<file path="src/rtl/vend_credit_ctrl.sv">
// vend_credit_ctrl: coin credit FSM with vend strobe, nickel change and BCD digits.
// Optional display scan counter is built when VEND_DISP_SCAN_EN is defined.
module vend_credit_ctrl #(
    parameter int PRICE   = 65,
    parameter int REFRESH = 100000
) (
    input  logic       clk,
    input  logic       rst,
    input  logic       coin_n,
    input  logic       coin_d,
    input  logic       coin_q,
    input  logic       cancel,
    output logic       vend,
    output logic       change_n,
    output logic       coin_rej,
    output logic       coin_err,
    output logic [3:0] credit_tens,
    output logic [3:0] credit_ones,
    output logic       disp_sel
);

    localparam logic [4:0] PRICE_N = 5'(PRICE / 5);

    typedef enum logic [1:0] {
        IDLE,
        COLLECT,
        VEND,
        CHANGE
    } state_t;

    state_t     state;
    state_t     state_next;
    logic [4:0] credit;
    logic [4:0] credit_next;
    logic [4:0] coin_val;
    logic       coin_any;
    logic       coin_multi;
    logic       rej_next;

    // Coin decode: quarter beats dime beats nickel.
    always_comb begin
        coin_any   = coin_n | coin_d | coin_q;
        coin_multi = (coin_n & coin_d) | (coin_n & coin_q) | (coin_d & coin_q);
        coin_val   = 5'd0;
        if (coin_q) begin
            coin_val = 5'd5;
        end else if (coin_d) begin
            coin_val = 5'd2;
        end else if (coin_n) begin
            coin_val = 5'd1;
        end
    end

    // Next state, next credit and reject flag.
    always_comb begin
        state_next  = state;
        credit_next = credit;
        rej_next    = 1'b0;
        unique case (state)
            IDLE, COLLECT: begin
                if (coin_any) begin
                    credit_next = credit + coin_val;
                end
                if (state == COLLECT && cancel) begin
                    state_next = CHANGE;
                end else if (coin_any) begin
                    state_next = (credit_next >= PRICE_N) ? VEND : COLLECT;
                end
            end
            VEND: begin
                credit_next = credit - PRICE_N;
                state_next  = (credit_next == 5'd0) ? IDLE : CHANGE;
                rej_next    = coin_any;
            end
            CHANGE: begin
                credit_next = credit - 5'd1;
                if (credit_next == 5'd0) begin
                    state_next = IDLE;
                end
                rej_next = coin_any;
            end
            default: begin
                state_next  = IDLE;
                credit_next = 5'd0;
            end
        endcase
    end

    // State, credit and registered coin status pulses.
    always_ff @(posedge clk or posedge rst) begin
        if (rst) begin
            state    <= IDLE;
            credit   <= 5'd0;
            coin_rej <= 1'b0;
            coin_err <= 1'b0;
        end else begin
            state    <= state_next;
            credit   <= credit_next;
            coin_rej <= rej_next;
            coin_err <= coin_multi;
        end
    end

    // Moore strobes and BCD split of 5*credit (tens = credit/2, ones = 0 or 5).
    always_comb begin
        vend        = (state == VEND);
        change_n    = (state == CHANGE);
        credit_tens = credit[4:1];
        credit_ones = credit[0] ? 4'd5 : 4'd0;
    end

`ifdef VEND_DISP_SCAN_EN
    localparam int CW = (REFRESH > 1) ? $clog2(REFRESH) : 1;

    logic [CW-1:0] refresh_cnt;

    // Free-running refresh counter; select flips on each wrap.
    always_ff @(posedge clk or posedge rst) begin
        if (rst) begin
            refresh_cnt <= '0;
            disp_sel    <= 1'b0;
        end else if (refresh_cnt == CW'(REFRESH - 1)) begin
            refresh_cnt <= '0;
            disp_sel    <= ~disp_sel;
        end else begin
            refresh_cnt <= refresh_cnt + 1'b1;
        end
    end
`else
    assign disp_sel = 1'b0;
`endif

endmodule
</file>
<file path="config.mk">
export PLATFORM = sky130hd
export DESIGN_NAME = vend_credit_ctrl
export DESIGN_NICKNAME = d
export VERILOG_FILES = /design/src/rtl/vend_credit_ctrl.sv
export SDC_FILE = /design/constraint.sdc
export NUM_CORES = 1
export LEC_CHECK = 0
export BUFFER_PORTS_ARGS = -buffer_cell sky130_fd_sc_hd__buf_4
export CAP_MARGIN = 20
export CORE_MARGIN = 2
export CORE_UTILIZATION = 52
export DETAILED_ROUTE_END_ITERATION = 8
export PLACE_DENSITY = 0.78
export SYNTH_ARGS = -nofsm -noshare
export SYNTH_HDL_FRONTEND = slang
export SYNTH_SLANG_ARGS = --single-unit
</file>
<file path="constraint.sdc">
create_clock -name clk -period 2.5 [get_ports clk]
set_clock_uncertainty 0.1 [all_clocks]
set_input_delay 0.125 -clock clk [delete_from_list [all_inputs] [get_ports clk]]
set_output_delay 0.125 -clock clk [all_outputs]
set_load 0.02 [all_outputs]
</file>
==> results of run 1 <==
layer usage:
layer | up-vias | wire (µm) | GRT usage (%)
met5 | - | 0 | 0
met4 | 0 | 64 | 13.3
met3 | 11 | 87 | 4.17
met2 | 39 | 907 | 34.9
met1 | 351 | 799 | 27.9
li1 | 358 | - | -
final timing paths:
check | startpoint | end | slack, ns | cells after the start
worst max register to register | credit[1]$_DFF_PP0_ | state[1]$_DFFE_PP0P_ | 0.16 | 7
worst min-delay path | coin_n | coin_err$_DFF_PP0_ | 0.05 | 2
worst max-delay path | credit[1]$_DFF_PP0_ | state[1]$_DFFE_PP0P_ | 0.16 | 7
min in group asynchronous | rst | credit[2]$_DFF_PP0_ | 0.30 | 3
worst min register to register | credit[0]$_DFF_PP0_ | credit[0]$_DFF_PP0_ | 0.51 | 2
max in group asynchronous | rst | credit[1]$_DFF_PP0_ | 1.71 | 3
worst max-delay path, delay by kind of cell, from the launching register on:
kind	cells	cell delay [ns]
fa+ha+maj	1	0.56
buf+inv	1	0.10
compound gates	3	0.79
simple gates	2	0.25
flops	1	0.42
cell families (layout without fill, tap and decap cells):
| family | Yosys count | after routing | share of synthesized area (%) |
|---|---|---|---|
| AOI/OAI and AO/OA | 28 | 28 | 23.5 |
| and+or+nand+nor | 25 | 25 | 16.3 |
| buffers and inverters | 15 | 29 | 9.91 |
| DFF | 9 | 9 | 27.9 |
| xor gates and xnor gates | 8 | 8 | 8.67 |
| adders and majority gates | 7 | 7 | 11.5 |
| other | 1 | 3 | 0.464 |
| muxes | 1 | 1 | 1.86 |
power groups by stage:
stage / clock, mW / combinational (mW) / sequential [mW]
6_report: 0.120 / 0.917 / 0.345
5_1_grt: 0.132 / 1.00 / 0.362
4_1_cts: 0.119 / 0.919 / 0.340
3_5_place_dp: 0 / 0.907 / 0.342
3_3_place_gp: 0 / 0.882 / 0.339
2_1_floorplan: 0 / 0.643 / 0.354
per-stage QoR:
step / total power [mW] / area [µm²]
floorplan: 0.997 / 816
global placement: 1.22 / 910
detailed placement: 1.25 / 910
CTS: 1.38 / 946
global route: 1.50 / 947
finish: 1.38 / 947
registers in the layout, indices dropped and copies added (netlist names):
register and flops:
credit 5, state 2, coin_err 1, coin_rej 1
cell usage in the layout (no fill, tap or decap), drive strengths merged, types with 4 or more instances in the layout:
cell type  count
nand2          4
o21ai          5
nor2           7
a21oi          8
buf           17
xor2           4
dfrtp          9
xnor2          4
inv            7
ha             5
clkbuf         4
final cells by class:
| cell class | instances | area share (%) |
|---|---|---|
| clock buffers | 4 | 2.77 |
| inverters | 7 | 2.77 |
| multi-input cells | 72 | 53.9 |
| flip-flops and latches | 9 | 23.9 |
| well taps | 16 | 2.11 |
| repair buffers | 18 | 14.5 |
timing repair:
item / in CTS / in global routing
setup endpoints to repair: 0 / 1
endpoints found under the hold margin: 9 / 0
hold buffers: 1 / 0
gates resized for setup: 0 / 1
==> impl_results.md, run 1 <==
- Sequential share of the synthesized area: 27.9%
- Seq pwr share: 24.9%
- Top_reg_cell synth: dfrtp_1
- P_int: 0.711 mW
- Layout cells sized above 1: 21.8%
- Critical-path top delay cell: fa_1
- First-pass GRT wire length: 3.08 mm
- Asr flop ratio synth: 100%
- Die height: 43.4 µm
- Area occupied by multi-input gates: 510 µm²
- RSZ-0062 raised after global routing: no
- Layout Nets: 123
- LEAKAGE: 0.444 nW
- IO buf count: 15
- Cell Area, Synth: 808 µm²
- Clk_lat worst skew: 0.27 ns
- Final core occ: 63.6%
- Cell taking the most area after synthesis: dfrtp_1
- Setup ws final: 0.163 ns
- Max-slew violations: 0
- Avg WL per Cell: 14.8 µm
- Post-synth top area share: 27.9%
- Maximum clock path buffer count: 2
- Worst setup EP type: flop
- CTS tree: built
- DR pass1 iterations: 4
- DIE WIDTH: 43.4 µm
- Pwr/cell area: 1460 nW/µm²
- Final worst-path cycle share: 93.5%
- Clock Power Share: 8.7%
- DRC viols: 0
- Syn avg cell area: 8.60 µm²
- Net load switching power: 0.671 mW
- Worst slew pin tran: 0.650 ns
- Worst setup SP type: flop
- DPL Wire Length: 1.37 mm
- Pin count of the biggest net entering global routing: 18
- Maxcap violations: 0
- Initial antenna violation count: 0
- Largest cells by area after synthesis: dfrtp_1 28%, ha_1 7.7%, a21oi_1 5.0%
- Post-synth EDFFs: 0
- Fin Setup TNS: 0 ns
- Drt via density: 6.02
- Final Hold Viols: 0
- Ys Warns: 0
- Critical path, cell by cell: inv_1 > fa_1 > nor2b_1 > nor2_1 > a311oi_1 > o22ai_2 > a221o_1
- Detail Route Antenna Nets: 0
- Hold_ws: 0.0462 ns
- H-tree levels: 1
- Final setup fails: 0
- DRT iter0 DRCs: 37
- Post-CTS setup buffers: 0
- Worst vdd ir: 0.660 mV
- Initial core utilization: 54.3%
- Hold crit path type: in2reg
- Fmax: 428 MHz
- Critical path arrival: 2.39 ns
- Fillers: 129
- Layout Area Growth over Synthesis: 17.2%
- Logic pwr share: 66.3%
- Total number of vias: 759
- Post-synth top cells: 9 x dfrtp_1, 8 x a21oi_1, 7 x inv_1, 7 x nor2_1
- Total gr overflow: 0
- Cell count after synthesis: 94
- CP required: 2.56 ns
- Outcome: finished clean
- Most common cell in the netlist: dfrtp_1
- Yosys cell types: 39
- WS Path Type: reg2reg
- GP Congestion: 0.817
- CP max FO: 7
- Die ar.: 1890 µm²
- Switching part of the total: 48.5%
- CTS Buf Count: 3
- Final min period: 2.34 ns
- Ports: 19
- GRT Util Overall: 22.1%
- FP Rows: 14
- Clock sinks: 9
- Total core area: 1490 µm²
- Max stage delay on crit path: 0.56 ns
- Pre-CTS WS: 0.113 ns
- Reg clk slew, reported paths: 0.07 ns
- Reg area: 226 µm²
- Dpl cells: 121
- Clock root cell: clkbuf_4
- Final wirelength: 1.86 mm
- # diodes: 0
- Fin cells: 126
- Slew headroom: 56.3%
- Seq cells post-synth: 9
- Vias in the first global route: 703
Power figures use the tool's default switching activity.
==> run 2, diff against run 1 <==
--- a/config.mk
+++ b/config.mk
@@ -10,7 +10,9 @@
 export CORE_MARGIN = 2
 export CORE_UTILIZATION = 52
 export DETAILED_ROUTE_END_ITERATION = 8
+export MAX_ROUTING_LAYER = met4
 export PLACE_DENSITY = 0.78
+export SKIP_LAST_GASP = 1
 export SYNTH_ARGS = -nofsm -noshare
 export SYNTH_HDL_FRONTEND = slang
 export SYNTH_SLANG_ARGS = --single-unit
==> run 2 against run 1 <==
  * First-iteration DRC count is 5.4% higher
  * Largest cell class unchanged
  * Critical path type unchanged
  * Routed wire length is 0.16% higher
  * Worst hold slack better by 0.0015 ns
==> impl_results.md, run 2 (synthesis gave the netlist of run 1 again) <==
- Outcome: finished clean
- Hold crit path type: in2reg
- Vias in the first global route: 701 (-0.28%)
- Fillers: 129 (unchanged)
- Die height: 43.4 µm (unchanged)
- Top flop regs: credit x5, state x2
- Worst setup EP type: flop
- DRC viols: 0 (unchanged)
- Maximum clock path buffer count: 2 (unchanged)
- Detail Route Antenna Nets: 0 (unchanged)
- Worst vdd ir: 0.660 mV (+0.14%)
- DIE WIDTH: 43.4 µm (unchanged)
- RSZ-0062 raised after global routing: no
- Pin count of the biggest net entering global routing: 18 (unchanged)
- Final wirelength: 1.86 mm (+0.16%)
- Max-slew violations: 0 (unchanged)
- DRT iter0 DRCs: 39 (+5.4%)
- Clock sinks: 9 (unchanged)
- Most common cell after layout, fill and taps aside: buf_4
- Total core area: 1490 µm² (unchanged)
- Final min period: 2.33 ns (-0.00923 ns)
- Power Total: 1.38 mW (about the same)
- IO buf count: 15 (unchanged)
- Worst setup SP type: flop
- First-pass GRT wire length: 3.10 mm (+0.45%)
- CP required: 2.56 ns (about the same)
- Avg WL per Cell: 14.8 µm (+0.16%)
- Maxcap violations: 0 (unchanged)
- Layout Nets: 123 (unchanged)
- Pwr/cell area: 1460 nW/µm² (about the same)
- Drt via density: 5.94 (-1.3%)
- Total number of vias: 749 (-1.3%)
- Final core occ: 63.6% (unchanged)
- Crit. Startpoint: credit[1]$_DFF_PP0_
- Worst R2R Path Depth: 7 (unchanged)
- Fmax: 430 MHz (+0.40%)
- # diodes: 0 (unchanged)
- Reg2reg end: state[1]$_DFFE_PP0P_
- Final setup fails: 0 (unchanged)
- DR pass1 iterations: 4 (unchanged)
- CP max FO: 7 (unchanged)
- Final worst-path cycle share: 93.1% (-0.37 points)
- Clk_lat worst skew: 0.27 ns (about the same)
- Critical path arrival: 2.38 ns (about the same)
- Total gr overflow: 0 (unchanged)
- Post-CTS setup buffers: 0 (unchanged)
- WS Path Type: reg2reg
- Most frequent cells in the layout: 17 x buf_4, 8 x a21oi_1, 8 x dfrtp_1, 7 x inv_1, 7 x nor2_1
- Fin cells: 126 (unchanged)
- Reg2reg setup slack: 0.17 ns (about the same)
- Initial core utilization: 54.3% (unchanged)
- CTS Buf Count: 3 (unchanged)
- Dpl cells: 121 (unchanged)
- Max reg flops: 5 (unchanged)
- Die ar.: 1890 µm² (unchanged)
- GRT Util Overall: 22.9% (+0.78 points)
- Ports: 19 (unchanged)
- Slew headroom: 55.9% (-0.36 points)
- CP endpoint: state[1]$_DFFE_PP0P_
- GP Congestion: 0.829 (+1.5%)
- Worst slew pin tran: 0.656 ns (+0.00532 ns)
- CTS tree: built
- Clock root cell: clkbuf_4
- H-tree levels: 1 (unchanged)
- Biggest register: credit
- FP Rows: 14 (unchanged)
- Fin Setup TNS: 0 ns (unchanged)
- RR Startpoint: credit[1]$_DFF_PP0_
- Reg clk slew, reported paths: 0.07 ns (about the same)
- Layout cells sized above 1: 21.8% (unchanged)
- Initial antenna violation count: 0 (unchanged)
- Layout Area Growth over Synthesis: 17.2% (unchanged)
- DPL Wire Length: 1.37 mm (unchanged)
- LEAKAGE: 0.444 nW (unchanged)
- Final Hold Viols: 0 (unchanged)
run 2: cell counts in the layout (fill, tap and decap cells not counted):
No cell type changed its count.
run 2: area by class of cell:
class / count / area [µm²] / share of cell area, %
Tap cell: 16 / 20.0 / 2.11
Clock buffer: 4 / 26.3 / 2.77
Multi-Input combinational cell: 72 / 510 / 53.9
Inverter: 7 / 26.3 / 2.77
Timing Repair Buffer: 18 / 138 / 14.5
Sequential cell: 9 / 226 / 23.9
run 2: per-stage QoR:
step / instance area [µm²] / setup slack [ns] / hold slack [ns]
floorplan: 816 / 0.0669 / -0.147
global placement: 910 / 0.174 / 0.0112
detailed placement: 910 / 0.113 / 0.0275
CTS: 946 / 0.0978 / 0.0478
global route: 947 / 0.0432 / 0.0599
finish: 947 / 0.172 / 0.0477
run 2: worst max-delay path, stage by stage, from the launching register on:
cell,delay (ns)
dfrtp_2,0.42
inv_1,0.10
fa_1,0.56
nor2b_1,0.18
nor2_1,0.07
a311oi_1,0.31
o22ai_2,0.14
a221o_1,0.34
run 2: routing by layer:
metal | GRT usage [%] | routed length [µm] | vias to the layer above
li1 | - | - | 358
met1 | 28.1 | 802 | 347
met3 | 4.17 | 89 | 9
met2 | 34.9 | 916 | 35
met5 | - | 0 | -
met4 | 13.3 | 54 | 0
run 2: where the power goes:
group	leakage (nW)	total [mW]	switching (mW)	internal, mW
Sequential	0.101	0.345	0.128	0.218
Clock	0.0150	0.121	0.0594	0.0619
Combinational	0.328	0.915	0.483	0.432
run 2: worst min-delay path by stage:
| stage | cells past startpoint | slack (ns) | startpoint | to |
|---|---|---|---|---|
| global placement | 2 | 0.01 | rst | coin_rej$_DFF_PP0_ |
| CTS | 2 | 0.05 | coin_n | coin_err$_DFF_PP0_ |
| global route | 2 | 0.06 | coin_n | coin_err$_DFF_PP0_ |
| finish | 2 | 0.05 | coin_d | coin_err$_DFF_PP0_ |
| floorplan | 1 | -0.15 | rst | coin_err$_DFF_PP0_ |
| detailed placement | 2 | 0.03 | rst | coin_rej$_DFF_PP0_ |
run 2: timing repair:
action / CTS / global route
endpoints found under the hold margin: 9 / 0
setup endpoints to repair: 0 / 1
resized for setup: 0 / 1
hold buffers: 1 / 0
==> run 3, diff against run 2 <==
==> constraint.sdc (replaced) <==
create_clock -name clk -period 2.4 [get_ports clk]
set_clock_uncertainty 0.1 [all_clocks]
set_input_delay 0.12 -clock clk [delete_from_list [all_inputs] [get_ports clk]]
set_output_delay 0.12 -clock clk [all_outputs]
set_load 0.02 [all_outputs]
==> run 3 against run 2 <==
  * Fmax rose by 3.5%
  * Via count fell by 3.9%
  * Worst setup slack lost 0.021 ns
  * Routed wire length is 4.6% lower
  * First-iteration DRC count fell by 54%
  * Largest cell class unchanged
==> impl_results.md, run 3 (synthesis gave the netlist of run 1 again) <==
- Outcome: finished clean
- First-pass GRT wire length: 2.98 mm (-3.8%)
- DRC viols: 0 (unchanged)
- Fmax: 445 MHz (+3.5%)
- IO buf count: 15 (unchanged)
- RR Startpoint: credit[0]$_DFF_PP0_
- Dpl cells: 122 (+0.83%)
- Most frequent cells in the layout: 18 x buf_4, 8 x a21oi_1, 8 x dfrtp_1, 7 x inv_1, 7 x nor2_1
- Worst slew pin tran: 0.632 ns (-0.0243 ns)
- LEAKAGE: 0.450 nW (+1.5%)
- Initial core utilization: 54.3% (unchanged)
- Critical path arrival: 2.29 ns (-0.09 ns)
- CP required: 2.44 ns (-0.12 ns)
- WP buf/inv: 1 (unchanged)
- Fin cells: 127 (+0.79%)
- WHS Path Cells: 2 (unchanged)
- Slew headroom: 57.6% (+1.6 points)
- Critical path depth in cells: 8 (+1)
- Final min period: 2.25 ns (-0.0789 ns)
- GP Congestion: 0.826 (-0.36%)
- Critical-path top delay cell: fa_1
- Reg clk slew, reported paths: 0.06 ns (about the same)
- RSZ-0062 raised after global routing: no
- Clock sinks: 9 (unchanged)
- H-tree levels: 1 (unchanged)
- Reg2reg setup slack: 0.15 ns (-0.02 ns)
- FP Rows: 14 (unchanged)
- GRT Util Overall: 22.2% (-0.71 points)
- Critical path's top delay family: compound AO/OA/AOI/OAI gates
- Total number of vias: 720 (-3.9%)
- Top flop regs: credit x5, state x2
- Pin count of the biggest net entering global routing: 18 (unchanged)
- Critical path, cell by cell: ha_1 > inv_1 > fa_1 > nor2b_2 > nor2_1 > a311oi_2 > o22ai_2 > a221o_1
- # diodes: 0 (unchanged)
- Max reg flops: 5 (unchanged)
- DPL Wire Length: 1.35 mm (-1.7%)
- Total gr overflow: 0 (unchanged)
- Drt via density: 5.67 (-4.6%)
- Final setup fails: 0 (unchanged)
- Final worst-path cycle share: 93.7% (+0.59 points)
- Fin Setup TNS: 0 ns (unchanged)
- DIE WIDTH: 43.4 µm (unchanged)
- Max stage delay on crit path: 0.49 ns (-0.07 ns)
- Ports: 19 (unchanged)
- Total core area: 1490 µm² (unchanged)
- Biggest register: credit
- CTS Buf Count: 3 (unchanged)
- Clk_lat worst skew: 0.26 ns (about the same)
- DR pass1 iterations: 4 (unchanged)
- Post-CTS setup buffers: 0 (unchanged)
- Worst R2R Path Depth: 8 (+1)
- Die ar.: 1890 µm² (unchanged)
- Maxcap violations: 0 (unchanged)
- Maximum clock path buffer count: 2 (unchanged)
- Most common cell after layout, fill and taps aside: buf_4
- Vias in the first global route: 687 (-2.0%)
- Layout cells sized above 1: 24.3% (+2.5 points)
- Initial antenna violation count: 0 (unchanged)
- CTS tree: built
- Final wirelength: 1.78 mm (-4.6%)
- Min-Delay Startpoint: coin_d
- Worst setup SP type: flop
- Avg WL per Cell: 14.0 µm (-5.3%)
- Die height: 43.4 µm (unchanged)
- Crit. Startpoint: credit[0]$_DFF_PP0_
- DRT iter0 DRCs: 18 (-54%)
- CP max FO: 2 (-5)
- Hold crit path type: in2reg
- Final Hold Viols: 0 (unchanged)
- Fillers: 130 (+0.78%)
- Detail Route Antenna Nets: 0 (unchanged)
- Layout Area Growth over Synthesis: 19.2%
- Max-slew violations: 0 (unchanged)
- Worst vdd ir: 0.892 mV (+35%)
- Pwr/cell area: 1530 nW/µm² (+4.6%)
- Layout Nets: 124 (+0.81%)
- WS Path Type: reg2reg
- Clock root cell: clkbuf_4
- Worst setup EP type: flop
[run 3: cell count changes in the layout (fill, tap and decap cells not counted)]
cell	previous run	this run
a311oi_1	1	0
a311oi_2	0	1
buf_4	17	18
nor2b_1	3	2
nor2b_2	0	1
[run 3: what timing repair did]
action / CTS / global route
hold buffers: 1 / 0
hold endpoints to repair: 9 / 0
resized for setup: 0 / 2
setup endpoints to repair: 0 / 1
[run 3: layout make-up]
cell class	instances	area [µm²]	share of cell area [%]
multi-input combinational	72	519	53.9
timing repair buffer	19	145	15.1
tap	16	20.0	2.08
inverter	7	26.3	2.73
clock buffer	4	26.3	2.73
sequential	9	226	23.5
[run 3: worst paths after layout]
check                                  endpoint
max                        state[1]$_DFFE_PP0P_
min                          coin_err$_DFF_PP0_
max reg2reg                state[1]$_DFFE_PP0P_
min reg2reg                 credit[0]$_DFF_PP0_
max in group asynchronous   credit[0]$_DFF_PP0_
min in group asynchronous    coin_rej$_DFF_PP0_
[run 3: power breakdown]
group / total, mW / switching [mW] / internal (mW)
Sequential: 0.353 / 0.126 / 0.227
Combinational: 1.00 / 0.534 / 0.471
Clock: 0.112 / 0.0486 / 0.0638
Total: 1.47 / 0.708 / 0.762
[run 3: metrics by stage]
stage	area, µm²	power [mW]	setup WS, ns	hold WS, ns	util (%)
after floorplan	817	1.04	0.0483	-0.152	-
after global placement	918	1.30	0.0518	-0.00880	61.7
after detailed placement	918	1.32	-0.00611	-0.0101	61.7
after CTS	955	1.44	0.0150	0.0473	64.1
after global routing	963	1.60	0.0239	0.0569	64.7
final	963	1.47	0.151	0.0540	64.7
[run 3: metal layers]
metal  GRT usage (%)  vias up  part of all wire, %
met1            27.6      341                   47
met3            5.00        2                  3.0
met4            9.09        0                 0.73
li1                -      360                    -
met5               -        -                    0
met2            34.6       17                   49
